**src/rtl/mdio_responder_if.sv**
```systemverilog
// rtl/mdio_responder_if.sv - MDIO management pins between station manager and PHY target
interface mdio_responder_if;
  logic mdc_pin;
  logic mdio_i;
  logic mdio_o;
  logic mdio_oe;

  modport master (output mdc_pin, output mdio_i, input mdio_o, input mdio_oe);
  modport slave  (input mdc_pin, input mdio_i, output mdio_o, output mdio_oe);
endinterface

```
**src/rtl/mdio_responder.sv**
```systemverilog
// rtl/mdio_responder.sv - Clause-22 MDIO PHY target with small R/W bank and status reg 31
// Optional MDIO_PREAMBLE_SUPPRESS_EN: accept ST after a single idle one.
module mdio_responder #(
  parameter logic [4:0]  PHY_ADDR     = 5'd0,
  parameter int          REG_COUNT    = 8,
  parameter logic [15:0] REG0_RESET   = 16'h1140,
  parameter int          MIN_PREAMBLE = 32
) (
  input  logic            clock,
  input  logic            reset,
  mdio_responder_if.slave mdio,
  input  logic [1:0]      link_speed,
  input  logic            link_duplex,
  output logic            reg_wr_strobe,
  output logic [4:0]      reg_wr_addr,
  output logic [15:0]     reg_wr_data,
  output logic            soft_reset
);

`ifdef MDIO_PREAMBLE_SUPPRESS_EN
  localparam logic [5:0] PRE_MIN = 6'd1;
`else
  localparam logic [5:0] PRE_MIN = 6'(MIN_PREAMBLE);
`endif

  typedef enum logic [2:0] {
    S_IDLE, S_ST, S_OP, S_PHYAD, S_REGAD, S_TA, S_DATA, S_SKIP
  } state_t;

  state_t      state_q, state_d;
  logic [2:0]  mdc_sync_q, mdc_sync_d;
  logic [1:0]  mdio_sync_q, mdio_sync_d;
  logic [5:0]  pre_q, pre_d;
  logic [4:0]  idx_q, idx_d;
  logic [1:0]  op_q, op_d;
  logic [4:0]  addr_q, addr_d;
  logic [15:0] sr_q, sr_d;
  logic        mdio_o_q, mdio_o_d;
  logic        mdio_oe_q, mdio_oe_d;
  logic        reg_wr_strobe_q, reg_wr_strobe_d;
  logic [4:0]  reg_wr_addr_q, reg_wr_addr_d;
  logic [15:0] reg_wr_data_q, reg_wr_data_d;
  logic        soft_reset_q, soft_reset_d;
  logic [15:0] bank_q [REG_COUNT];
  logic [15:0] bank_d [REG_COUNT];

  logic        rise, bit_in, is_read;
  logic [15:0] rd_word, wdata;

  assign rise    = mdc_sync_q[1] & ~mdc_sync_q[2];
  assign bit_in  = mdio_sync_q[1];
  assign is_read = (op_q == 2'b10);
  assign wdata   = {sr_q[14:0], bit_in};

  always_comb begin
    rd_word = 16'h0000;
    if (addr_q == 5'd31) begin
      rd_word = {11'b0, link_duplex, link_speed, 2'b00};
    end else begin
      for (int i = 0; i < REG_COUNT; i++) begin
        if (addr_q == 5'(i)) rd_word = bank_q[i];
      end
    end
    if (addr_q == 5'd0) rd_word[15] = 1'b0;
  end

  always_comb begin
    state_d         = state_q;
    mdc_sync_d      = {mdc_sync_q[1:0], mdio.mdc_pin};
    mdio_sync_d     = {mdio_sync_q[0], mdio.mdio_i};
    pre_d           = pre_q;
    idx_d           = idx_q;
    op_d            = op_q;
    addr_d          = addr_q;
    sr_d            = sr_q;
    mdio_o_d        = mdio_o_q;
    mdio_oe_d       = mdio_oe_q;
    reg_wr_strobe_d = 1'b0;
    reg_wr_addr_d   = reg_wr_addr_q;
    reg_wr_data_d   = reg_wr_data_q;
    soft_reset_d    = 1'b0;
    bank_d          = bank_q;

    if (rise) begin
      // idx counts frame bits from the first ST bit (0) to the last data bit (31)
      if (state_q != S_IDLE) idx_d = idx_q + 5'd1;
      case (state_q)
        S_IDLE: begin
          if (bit_in) begin
            if (pre_q != 6'h3f) pre_d = pre_q + 6'd1;
          end else begin
            pre_d = 6'd0;
            if (pre_q >= PRE_MIN) begin
              state_d = S_ST;
              idx_d   = 5'd1;
            end
          end
        end
        S_ST: state_d = bit_in ? S_OP : S_IDLE;
        S_OP: begin
          op_d = {op_q[0], bit_in};
          if (idx_q == 5'd3) begin
            state_d = (op_q[0] != bit_in) ? S_PHYAD : S_SKIP;
          end
        end
        S_PHYAD: begin
          addr_d = {addr_q[3:0], bit_in};
          if (idx_q == 5'd8) begin
            state_d = ({addr_q[3:0], bit_in} == PHY_ADDR) ? S_REGAD : S_SKIP;
          end
        end
        S_REGAD: begin
          addr_d = {addr_q[3:0], bit_in};
          if (idx_q == 5'd13) state_d = S_TA;
        end
        S_TA: begin
          if (idx_q == 5'd14) begin
            if (is_read) begin
              mdio_oe_d = 1'b1;
              mdio_o_d  = 1'b0;
              sr_d      = rd_word;
            end else if (!bit_in) begin
              state_d = S_SKIP;
            end
          end else if (is_read) begin
            mdio_o_d = sr_q[15];
            sr_d     = {sr_q[14:0], 1'b0};
            state_d  = S_DATA;
          end else begin
            state_d = bit_in ? S_SKIP : S_DATA;
          end
        end
        S_DATA: begin
          if (is_read) begin
            if (idx_q == 5'd31) begin
              mdio_oe_d = 1'b0;
              mdio_o_d  = 1'b1;
              state_d   = S_IDLE;
            end else begin
              mdio_o_d = sr_q[15];
              sr_d     = {sr_q[14:0], 1'b0};
            end
          end else begin
            sr_d = wdata;
            if (idx_q == 5'd31) begin
              state_d         = S_IDLE;
              reg_wr_strobe_d = 1'b1;
              reg_wr_addr_d   = addr_q;
              reg_wr_data_d   = wdata;
              if (addr_q == 5'd0 && wdata[15]) begin
                // soft reset reloads the whole bank; the written word is discarded
                soft_reset_d = 1'b1;
                for (int i = 0; i < REG_COUNT; i++) bank_d[i] = (i == 0) ? REG0_RESET : 16'h0000;
              end else begin
                for (int i = 0; i < REG_COUNT; i++) begin
                  if (addr_q == 5'(i) && addr_q != 5'd31) bank_d[i] = wdata;
                end
              end
            end
          end
        end
        S_SKIP: if (idx_q == 5'd31) state_d = S_IDLE;
        default: state_d = S_IDLE;
      endcase
    end
  end

  always_ff @(posedge clock) begin
    if (reset) begin
      state_q         <= S_IDLE;
      mdc_sync_q      <= 3'b000;
      mdio_sync_q     <= 2'b11;
      pre_q           <= 6'd0;
      idx_q           <= 5'd0;
      op_q            <= 2'b00;
      addr_q          <= 5'd0;
      sr_q            <= 16'h0000;
      mdio_o_q        <= 1'b1;
      mdio_oe_q       <= 1'b0;
      reg_wr_strobe_q <= 1'b0;
      reg_wr_addr_q   <= 5'd0;
      reg_wr_data_q   <= 16'h0000;
      soft_reset_q    <= 1'b0;
      for (int i = 0; i < REG_COUNT; i++) bank_q[i] <= (i == 0) ? REG0_RESET : 16'h0000;
    end else begin
      state_q         <= state_d;
      mdc_sync_q      <= mdc_sync_d;
      mdio_sync_q     <= mdio_sync_d;
      pre_q           <= pre_d;
      idx_q           <= idx_d;
      op_q            <= op_d;
      addr_q          <= addr_d;
      sr_q            <= sr_d;
      mdio_o_q        <= mdio_o_d;
      mdio_oe_q       <= mdio_oe_d;
      reg_wr_strobe_q <= reg_wr_strobe_d;
      reg_wr_addr_q   <= reg_wr_addr_d;
      reg_wr_data_q   <= reg_wr_data_d;
      soft_reset_q    <= soft_reset_d;
      bank_q          <= bank_d;
    end
  end

  assign mdio.mdio_o   = mdio_o_q;
  assign mdio.mdio_oe  = mdio_oe_q;
  assign reg_wr_strobe = reg_wr_strobe_q;
  assign reg_wr_addr   = reg_wr_addr_q;
  assign reg_wr_data   = reg_wr_data_q;
  assign soft_reset    = soft_reset_q;

endmodule
```
**src/flat_wrapper.sv**
```systemverilog
// flat-port wrapper written by rule: the top's interface ports become plain ports
module mdio_responder_flat 
#(
  parameter logic [4:0]  PHY_ADDR     = 5'd0,
  parameter int          REG_COUNT    = 8,
  parameter logic [15:0] REG0_RESET   = 16'h1140,
  parameter int          MIN_PREAMBLE = 32
)
  (clock, reset, link_speed, link_duplex, reg_wr_strobe, reg_wr_addr, reg_wr_data, soft_reset, mdio_mdc_pin, mdio_mdio_i, mdio_mdio_o, mdio_mdio_oe);
  mdio_responder_if mdio_i ();
  input  logic clock;
  input  logic reset;
  input  logic [1:0] link_speed;
  input  logic link_duplex;
  output logic reg_wr_strobe;
  output logic [4:0] reg_wr_addr;
  output logic [15:0] reg_wr_data;
  output logic soft_reset;
  input wire logic [$bits(mdio_i.mdc_pin)-1:0] mdio_mdc_pin;
  input wire logic [$bits(mdio_i.mdio_i)-1:0] mdio_mdio_i;
  output wire logic [$bits(mdio_i.mdio_o)-1:0] mdio_mdio_o;
  output wire logic [$bits(mdio_i.mdio_oe)-1:0] mdio_mdio_oe;
  assign mdio_i.mdc_pin = mdio_mdc_pin;
  assign mdio_i.mdio_i = mdio_mdio_i;
  assign mdio_mdio_o = mdio_i.mdio_o;
  assign mdio_mdio_oe = mdio_i.mdio_oe;
  mdio_responder #(.PHY_ADDR(PHY_ADDR), .REG_COUNT(REG_COUNT), .REG0_RESET(REG0_RESET), .MIN_PREAMBLE(MIN_PREAMBLE)) u_core (.clock(clock), .reset(reset), .mdio(mdio_i), .link_speed(link_speed), .link_duplex(link_duplex), .reg_wr_strobe(reg_wr_strobe), .reg_wr_addr(reg_wr_addr), .reg_wr_data(reg_wr_data), .soft_reset(soft_reset));
endmodule
```
**config.mk**
```make
export PLATFORM = sky130hd
export DESIGN_NAME = mdio_responder_flat
export DESIGN_NICKNAME = d
export VERILOG_FILES = /design/src/rtl/mdio_responder_if.sv /design/src/rtl/mdio_responder.sv /design/src/flat_wrapper.sv
export SDC_FILE = /design/constraint.sdc
export NUM_CORES = 1
export LEC_CHECK = 0
export BUFFER_PORTS_ARGS = -buffer_cell sky130_fd_sc_hd__buf_2
export CORE_ASPECT_RATIO = 0.75
export CORE_MARGIN = 1.5
export CORE_UTILIZATION = 35
export CTS_BUF_LIST = sky130_fd_sc_hd__clkbuf_4
export CTS_CLUSTER_DIAMETER = 30
export DETAILED_ROUTE_END_ITERATION = 6
export SYNTH_ARGS = -nofsm -noshare
export SYNTH_HDL_FRONTEND = slang
export SYNTH_SLANG_ARGS = --single-unit
```
**constraint.sdc**
```tcl
create_clock -name clock -period 4.5 [get_ports clock]
set_input_delay 0.225 -clock clock [delete_from_list [all_inputs] [get_ports clock]]
set_output_delay 0.225 -clock clock [all_outputs]
set_load 0.005 [all_outputs]
```
* After elaboration in Yosys (flattened, before gate mapping)
Cells that the tools add are included.
** Cells by class
- Mux-type cells :: 59
- Bitwise gates (word level) :: 6
- Eq/ne operators :: 38
- $add $sub $neg :: 2
- Reductions and logical operators :: 42
- Order comparisons :: 1
** Operator list (count)
- 16-bit two-way mux :: 22
- 128-bit two-way mux :: 1
- 5-bit AND reduction :: 8
- 3-bit two-way mux :: 11
- 16-bit case mux with 2 select lines :: 1
- 3-bit case mux with 7 select lines :: 1
- 5-bit by 3-bit equality test with 1-bit output (second input constant) :: 4
- 5-bit two-way mux :: 4
- 2-bit by 1-bit != test with 1-bit output (second input constant) :: 9
- 2-bit nonzero test :: 9
- 5-bit by 2-bit equality test with 1-bit output (second input constant) :: 3
- 5-bit by 4-bit equality test with 1-bit output (second input constant) :: 3
- 1-bit two-way mux :: 13
- 3-bit equality test (second input constant) :: 4
- 6-bit two-way mux :: 2
- 4-bit AND reduction :: 3
- 5-bit equality test (second input constant) :: 2
- 5-bit zero test :: 2
- 1-bit logical AND :: 9
- 3-bit != test (second input constant) :: 3
- 9-bit AND reduction :: 1
- 6-bit by 1-bit adder with 6-bit output (second input constant) :: 1
- 3-bit by 2-bit equality test with 1-bit output (second input constant) :: 2
- 6-bit >= comparator (second input constant) :: 1
- other kinds (20) :: 29
** Storage, ports and cells
- Output and inout port bits :: 25
- Word-level logic and storage cells :: 170
- Input bits :: 7
- Register bits :: 195

* Depth between registers and ports, before layout
Gate-level depths: netlist of the first run.
- Word-level depth :: 14
- Gate-level depth with buffers :: 10
- Mapped depth without buffers :: 8

* Least setup slack after synthesis of the first run
Ideal clock, no wire load.
- Path type :: flip-flop to flip-flop
- Start point :: register u_core.idx_q[0]
- End point :: register u_core.sr_q[14]
- Stages on the path, launching flop included :: 10
- Path buffers :: 2
- Period minus slack after synthesis :: 2.248 ns
- Setup slack :: 2.252 ns
- Setup time :: 0.147 ns
- Required time :: 4.353 ns
- Arrival :: 2.102 ns
- Path through :: dfxtp_1 ha_1 and3_1 ha_1 and3b_1 o22ai_1 and2_1 clkbuf_1 clkbuf_1 a41oi_1
** On the way
- Word-level cells in the longest chain between the ends :: 3
- Elaborated cells between the ends (all ways) :: 6
- Classes of those cells :: 3 x eq/ne; 2 x mux; 1 x reduce/logical
** Ends and longest elaborated chain
- start: declaration :: line mdio_responder.sv:34 : logic [4:0] idx_q, idx_d;
- start signal: assignment :: line mdio_responder.sv:190 : idx_q <= idx_d;
- 5-bit equality test / 5-bit by 4-bit equality test with 1-bit output (equally long branches) :: line mdio_responder.sv:135, mdio_responder.sv:117
- 3-bit != test (no source line) / 16-bit two-way mux (equally long branches)
- 4-bit AND reduction (no source line) / 16-bit case mux with 2 select lines (equally long branches)
- end signal: assignment :: line mdio_responder.sv:193 : sr_q <= sr_d;
- end: declaration :: line mdio_responder.sv:37 : logic [15:0] sr_q, sr_d;
Parallel ways exist; a longest one is shown, timed or not.
A chain may end at the register's enable or synchronous reset.

* Worst setup path after layout of the first run
- Start point :: register u_core.addr_q[0]
- End point :: register u_core.bank_q[23] (netlist bit)
** On the way
- Word-level cells in the longest chain between the ends :: 4
- Elaborated cells between the ends (all ways) :: 8
- Classes of those cells :: 2 x eq/ne; 1 x mux; 5 x reduce/logical
** Ends and longest elaborated chain
- start: declaration :: line mdio_responder.sv:36 : logic [4:0] addr_q, addr_d;
- start signal: assignment :: line mdio_responder.sv:192 : addr_q <= addr_d;
- 5-bit by 3-bit equality test with 1-bit output (tied with other cells) :: line mdio_responder.sv:156 : if (addr_q == 5'(i) && addr_q != 5'd31) bank_d[i] = wdata;
- 1-bit logical AND, on equally long branches :: line mdio_responder.sv:156, mdio_responder.sv:150
- 2-bit nonzero test (no source line)
- 5-bit AND reduction (no source line)
- end signal: assignment :: line mdio_responder.sv:200 : bank_q <= bank_d;
- end: declaration :: line mdio_responder.sv:44 : logic [15:0] bank_q [REG_COUNT];
Parallel ways exist; a longest one is shown, timed or not.

==> out/qor.txt, run 1 <==
Resize count post-CTS -> 0
Most common flop cell mapped by yosys -> dfxtp_1
Worst setup margin -> 1.195 ns
Synth Cell Area -> 9230 um^2
Biggest fanout along the worst timing path -> 35
Std cell rows -> 51
Min-delay worst type -> in -> reg
Crit path time final -> 3.305 ns
Number of synthesized register bits -> 195
Cts hold-fix bufs -> 2
Setup repair after global routing missed its margin -> no
Cell with the most instances after synthesis -> dfxtp_1
Die Ht -> 143.6 um
Cell depth of the worst hold path -> 4
Number of distinct library cells after synthesis -> 77
Routed wirelength normalized by instance count -> 18.99 um
Number of failing setup endpoints in the final timing report -> 0
Sum Neg Setup Slack -> 0 ns
Max clock buf depth -> 2
Share of the synthesized area in the top cell type -> 42.29%
DRC Markers -> 0
Area after DPL -> 9459 um^2
Number of levels the H-tree was split into -> 4
Clock tree sinks -> 195
Instance count of the mapped netlist -> 1082
Buffers inserted by post-CTS timing repair -> 0
Die width -> 190.5 um
Starting utilization of the core area -> 35.63%
Maximum number of pins on one net before global-route repair -> 94
Sequential share of the synthesized area -> 42.29%
Port Buffers -> 31
Max Clock Freq -> 302.5 MHz
GRT Total Usage -> 20.05%
Antenna violations before repair -> 0
Total Nets Final -> 1062
Total Wirelength -> 26680 um
Post-Layout Inst Area -> 9792 um^2
Slew Limit Fails -> 0
Net Count, Synth -> 1096
Clock tree skew after final layout -> 0.03895 ns
Static Leakage -> 0.003584 uW
Number of enable flip-flop cells after synthesis -> 0
First-pass GRT wire length -> 41880 um
Classification of the worst setup path -> reg -> reg
Root buffer cell -> clkbuf_4
Top post-synthesis cells by area -> dfxtp_1 (42%), mux2i_1 (12%), nor2_1 (5.6%)
Number of vias after detailed routing -> 7724
Worst hold start -> link_speed[0]
Kind of launch point of the worst setup path -> register
Total Die Area -> 27360 um^2
Pre-CTS setup slack -> 1.278 ns
Clock transition at the registers of the reported paths -> 0.19 ns
Post-Synthesis Mean Instance Area -> 8.531 um^2
Number of warnings issued by yosys -> 0
Critical R2R Launch -> u_core.addr_q[0]
Max_cap viols -> 0
Fin. Hold Viols -> 0
Arr. time, crit path -> 3.78 ns
Most area-hungry cell type in the Yosys netlist -> dfxtp_1
Count of inserted antenna diode cells -> 0
Post-synth top cells -> dfxtp_1 (195), nor2_1 (138), nand2_1 (129)
Least-Margin Pin Slew -> 1.112 ns
Required time at the worst-slack endpoint -> 4.97 ns
CTS tree -> done
Slew margin rel. -> 25.84%
Area delta synth->final -> 6.086%
Max VDD drop -> 0.0001578 V
Number of top-level pins -> 32
Total congestion overflow -> 0
Capturing element type of the critical path -> register
Launching element of the worst setup path -> u_core.addr_q[0]
Share of synthesized registers carrying an async set or reset -> 0%
Post-layout power -> 2842 uW
Power per cell area -> 290.2 nW/um^2
Count of cells along the worst register-to-register path -> 6
Detailed-router iteration count before antenna repair -> 5
Run status -> finished clean
Count of nets left with antenna violations after detail routing -> 0
Worst-Skew Late Latency -> 0.63 ns
Number of global-route vias before repair -> 6998
Fraction of layout instances using a drive strength above 1 -> 10.37%
Detailed placement HPWL -> 17440 um
Core area -> 25910 um^2
Period utilization -> 73.45%
Last weighted congestion value of the routability-driven placer -> 0.8673
Iter 0 DRT Violations -> 871
Avg Vias per Cell -> 5.498
CTS buffer count -> 17
==> final timing paths <==
kind | endpoint | slack, ns
worst max-delay path | u_core.bank_q[23] | 1.19
worst min-delay path | u_core.sr_q[2] | 0.04
worst max register to register | u_core.bank_q[23] | 1.19
worst min register to register | u_core.mdio_sync_q[1] | 0.40
==> per-layer routing <==
layer  vias up  routed length (um)  share of wire [%]  GRT usage [%]
met3        19                2231                8.4          5.177
met1      3734               13770                 52          31.36
met5         -                   0                  0              0
li1       3700                   -                  -              -
met4         0                 294                1.1          4.932
met2       271               10380                 39          26.43
==> logic make-up after synthesis <==
group	synth area share, %
AO/OA/AOI/OAI	17.49
buffers and inverters	6.032
adder cells (fa/ha/maj)	0.9489
AND/OR/NAND/NOR	20.86
XOR/XNOR	0.2847
multiplexers	12.09
flip-flops	42.29
==> layout by cell type (no fill, tap or decap), types with 9 or more instances in the layout <==
cell type	count
dfxtp_1	193
nor2_1	138
nand2_1	129
mux2i_1	107
a21oi_1	90
o21ai_0	40
buf_2	30
inv_1	23
nor2b_1	22
nor3_1	22
clkbuf_4	17
o221ai_1	16
buf_4	14
nand3_1	13
and2_0	13
a21o_1	10
a22oi_1	10
a211oi_1	9
==> power by group <==
part	total, uW	switching (uW)	internal [uW]
sequential	1730	2.82	1730
clock	1060	705	357
combinational	45.4	37.0	8.45
==> cell type report <==
class                   instances  area (um^2)
repair buffers                 47        286.5
clock inverters                15        185.2
inverters                      23        86.33
fillers                      2713        16120
flip-flops and latches        195         3906
multi-input cells             764         4770
clock buffers                  17        127.6
well taps                     344        430.4
==> flip-flops by register name, indices dropped and copies added (netlist names) <==
name,count
u_core.reg_wr_data,16
u_core.mdio.mdio_o,1
u_core.mdio.mdio_oe,1
u_core.reg_wr_addr,5
u_core.bank_q,128
u_core.mdc_sync_q,3
u_core.addr_q,5
u_core.idx_q,5
u_core.reg_wr_strobe,1
u_core.mdio_sync_q,2
u_core.sr_q,16
u_core.state_q,3
u_core.pre_q,6
u_core.op_q,2
u_core.soft_reset,1
==> worst max-delay path, cell delays in order, from the launching register on <==
cell and delay, ns:
dfxtp_2 0.91, nor2_2 0.07, buf_4 0.24, nand3_1 0.63
a21o_1 0.95, mux2i_1 0.27, nor2_1 0.06
==> per-stage QoR <==
step	std cells	util, %	hold WS [ns]
global route	1405	37.80	0.02642
detailed placement	1371	36.51	0.3949
floorplan	1082	-	0.3288
finish	1405	37.80	0.03698
CTS	1405	37.80	0.008447
global placement	1371	36.51	0.3964
Note: power is estimated with default switching activity, not from simulation.
==> run 2: changes to the inputs <==
- clock period: 4.5 -> 2.8 ns (I/O delays scaled with it)
==> out/qor.txt, run 2 (synthesized netlist as in run 1, its figures left out) <==
Biggest fanout along the worst timing path -> 16 (-54%)
Most common library cell in the layout ignoring fill and taps -> dfxtp_1
Hold Worst Slack -> 0.4251 ns (+0.3881 ns)
Die width -> 190.5 um (unchanged)
Sum Neg Setup Slack -> 0 ns (unchanged)
Max VDD drop -> 0.0002282 V (+45%)
Total Nets Final -> 1089 (+2.5%)
Antenna violations before repair -> 0 (unchanged)
Area delta synth->final -> 8.486%
Clock tree sinks -> 195 (unchanged)
Resize count post-CTS -> 0 (unchanged)
CTS tree -> done
Max FFs per register -> 128 (unchanged)
Storage cell area -> 3906 um^2 (unchanged)
Kind of launch point of the worst setup path -> register
Max_cap viols -> 0 (unchanged)
Leading cell types in the layout, fill and taps excluded -> dfxtp_1 (193), nor2_1 (138), nand2_1 (129)
Max Clock Freq -> 385.6 MHz (+27%)
Number of top-level pins -> 32 (unchanged)
Fin. Hold Viols -> 0 (unchanged)
Clock transition at the registers of the reported paths -> 0.15 ns (-0.04 ns)
Setup repair after global routing missed its margin -> no
Count of inserted antenna diode cells -> 0 (unchanged)
Number of vias after detailed routing -> 7714 (-0.13%)
Post-layout power -> 4477 uW (+58%)
Total Die Area -> 27360 um^2 (unchanged)
Pre-CTS setup slack -> 0.2454 ns (-1.033 ns)
DRC Markers -> 0 (unchanged)
Capturing element type of the critical path -> register
Slew margin rel. -> 32.49% (+6.7 points)
Avg Vias per Cell -> 5.391 (-1.9%)
Total congestion overflow -> 0 (unchanged)
Part of the total power dissipated in the clock network -> 35.9% (-1.5 points)
Crit path time final -> 2.593 ns (-0.7122 ns)
Port Buffers -> 31 (unchanged)
Slew Limit Fails -> 0 (unchanged)
Min-delay worst type -> reg -> reg
Least-Margin Pin Slew -> 1.013 ns (-0.09979 ns)
P_sw -> 1063 uW (+43%)
Count of nets left with antenna violations after detail routing -> 0 (unchanged)
Die Ht -> 143.6 um (unchanged)
Period utilization -> 92.61% (+19 points)
Internal power consumption -> 3414 uW (+63%)
Last weighted congestion value of the routability-driven placer -> 0.8230 (-5.1%)
Root buffer cell -> clkbuf_4
Relative contribution of sequential cells to total power -> 62.2% (+1.2 points)
Max clock buf depth -> 2 (unchanged)
Static Leakage -> 0.003720 uW (+3.8%)
Total Wirelength -> 26140 um (-2.0%)
CTS buffer count -> 17 (unchanged)
Number of levels the H-tree was split into -> 4 (unchanged)
Finished Core Util -> 38.65% (+0.85 points)
Buffers inserted by post-CTS timing repair -> 0 (unchanged)
Routed wirelength normalized by instance count -> 18.27 um (-3.8%)
Sw Share -> 23.74% (-2.5 points)
Filler Cells Inserted -> 2707 (-0.22%)
Iter 0 DRT Violations -> 839 (-3.7%)
Run status -> finished clean
GRT Total Usage -> 19.22% (-0.83 points)
Detailed-router iteration count before antenna repair -> 6 (+1)
Required time at the worst-slack endpoint -> 3.30 ns (-1.67 ns)
Worst-Skew Late Latency -> 0.61 ns (-0.02 ns)
Worst setup margin -> 0.2069 ns (-0.9878 ns)
Arr. time, crit path -> 3.09 ns (-0.69 ns)
First-pass GRT wire length -> 40330 um (-3.7%)
Number of failing setup endpoints in the final timing report -> 0 (unchanged)
Combinational power share -> 1.9% (+0.3 points)
Top register by number of flip-flops -> u_core.bank_q
Multi-input logic area -> 4770 um^2 (unchanged)
Clock tree skew after final layout -> 0.02159 ns (-0.01736 ns)
Power per cell area -> 447.1 nW/um^2 (+54%)
Starting utilization of the core area -> 35.63% (unchanged)
Number of global-route vias before repair -> 6707 (-4.2%)
Core area -> 25910 um^2 (unchanged)
Std cell rows -> 51 (unchanged)
Maximum number of pins on one net before global-route repair -> 95 (+1.1%)
Detailed placement HPWL -> 17890 um (+2.5%)
Classification of the worst setup path -> reg -> reg
Fraction of layout instances using a drive strength above 1 -> 11.78% (+1.4 points)
run 2: changes by cell type in the layout (fill, tap and decap cells not counted), sizes merged:
cell         change
buf             +21
bufinv           +1
clkinv           +8
clkinvlp         -2
dlygate4sd3      +6
inv              -8
run 2: worst max-delay path, stage by stage (launching register included):
cell and delay [ns]:
dfxtp_1 0.38, ha_1 0.23, and3_1 0.19, ha_1 0.30, nand4_4 0.23, a21o_1 0.80, mux2i_1 0.29, nor2_1 0.06
run 2: path summary, 6_finish.rpt:
| kind | startpoint | endpoint | slack, ns | cells after the start |
|---|---|---|---|---|
| worst min-delay path | u_core.mdio_sync_q[0] | u_core.mdio_sync_q[1] | 0.43 | 1 |
| worst max register to register | u_core.idx_q[1] | u_core.bank_q[20] | 0.21 | 7 |
| worst min register to register | u_core.mdio_sync_q[0] | u_core.mdio_sync_q[1] | 0.43 | 1 |
| worst max-delay path | u_core.idx_q[1] | u_core.bank_q[20] | 0.21 | 7 |
run 2: cell type report:
| type | count | share of cell area [%] |
|---|---|---|
| Inverter | 23 | 0.8622 |
| Timing Repair Buffer | 74 | 5.285 |
| Clock buffer | 17 | 1.275 |
| Multi-Input combinational cell | 764 | 47.63 |
| Clock inverter | 14 | 1.637 |
| Sequential cell | 195 | 39.01 |
| Tap cell | 344 | 4.298 |
run 2: per-layer routing:
metal	GRT usage (%)	up-vias	part of all wire [%]
met1	31.66	3717	54
li1	-	3743	-
met4	4.310	0	0.91
met5	0	-	0
met2	24.48	238	38
met3	3.663	16	7.0
run 2: power by group through the flow:
stage	logic [uW]	clock network, uW	registers (uW)
3_3_place_gp	76.4	0	2840
4_1_cts	84.7	1650	2780
3_5_place_dp	76.2	0	2840
2_1_floorplan	50.9	0	2840
6_report	84.8	1610	2780
5_1_grt	91.9	1750	2790
run 2: through the flow:
stage,instance area (um^2),std cells
final,10010,1431
after global routing,10010,1431
after CTS,10010,1431
after detailed placement,9642,1392
after global placement,9642,1392
after floorplan,9230,1082
run 2: what timing repair did:
action	4_1_cts	5_1_grt
hold endpoints to repair	40	0
endpoints found under the setup margin	0	0
hold buffers	8	0
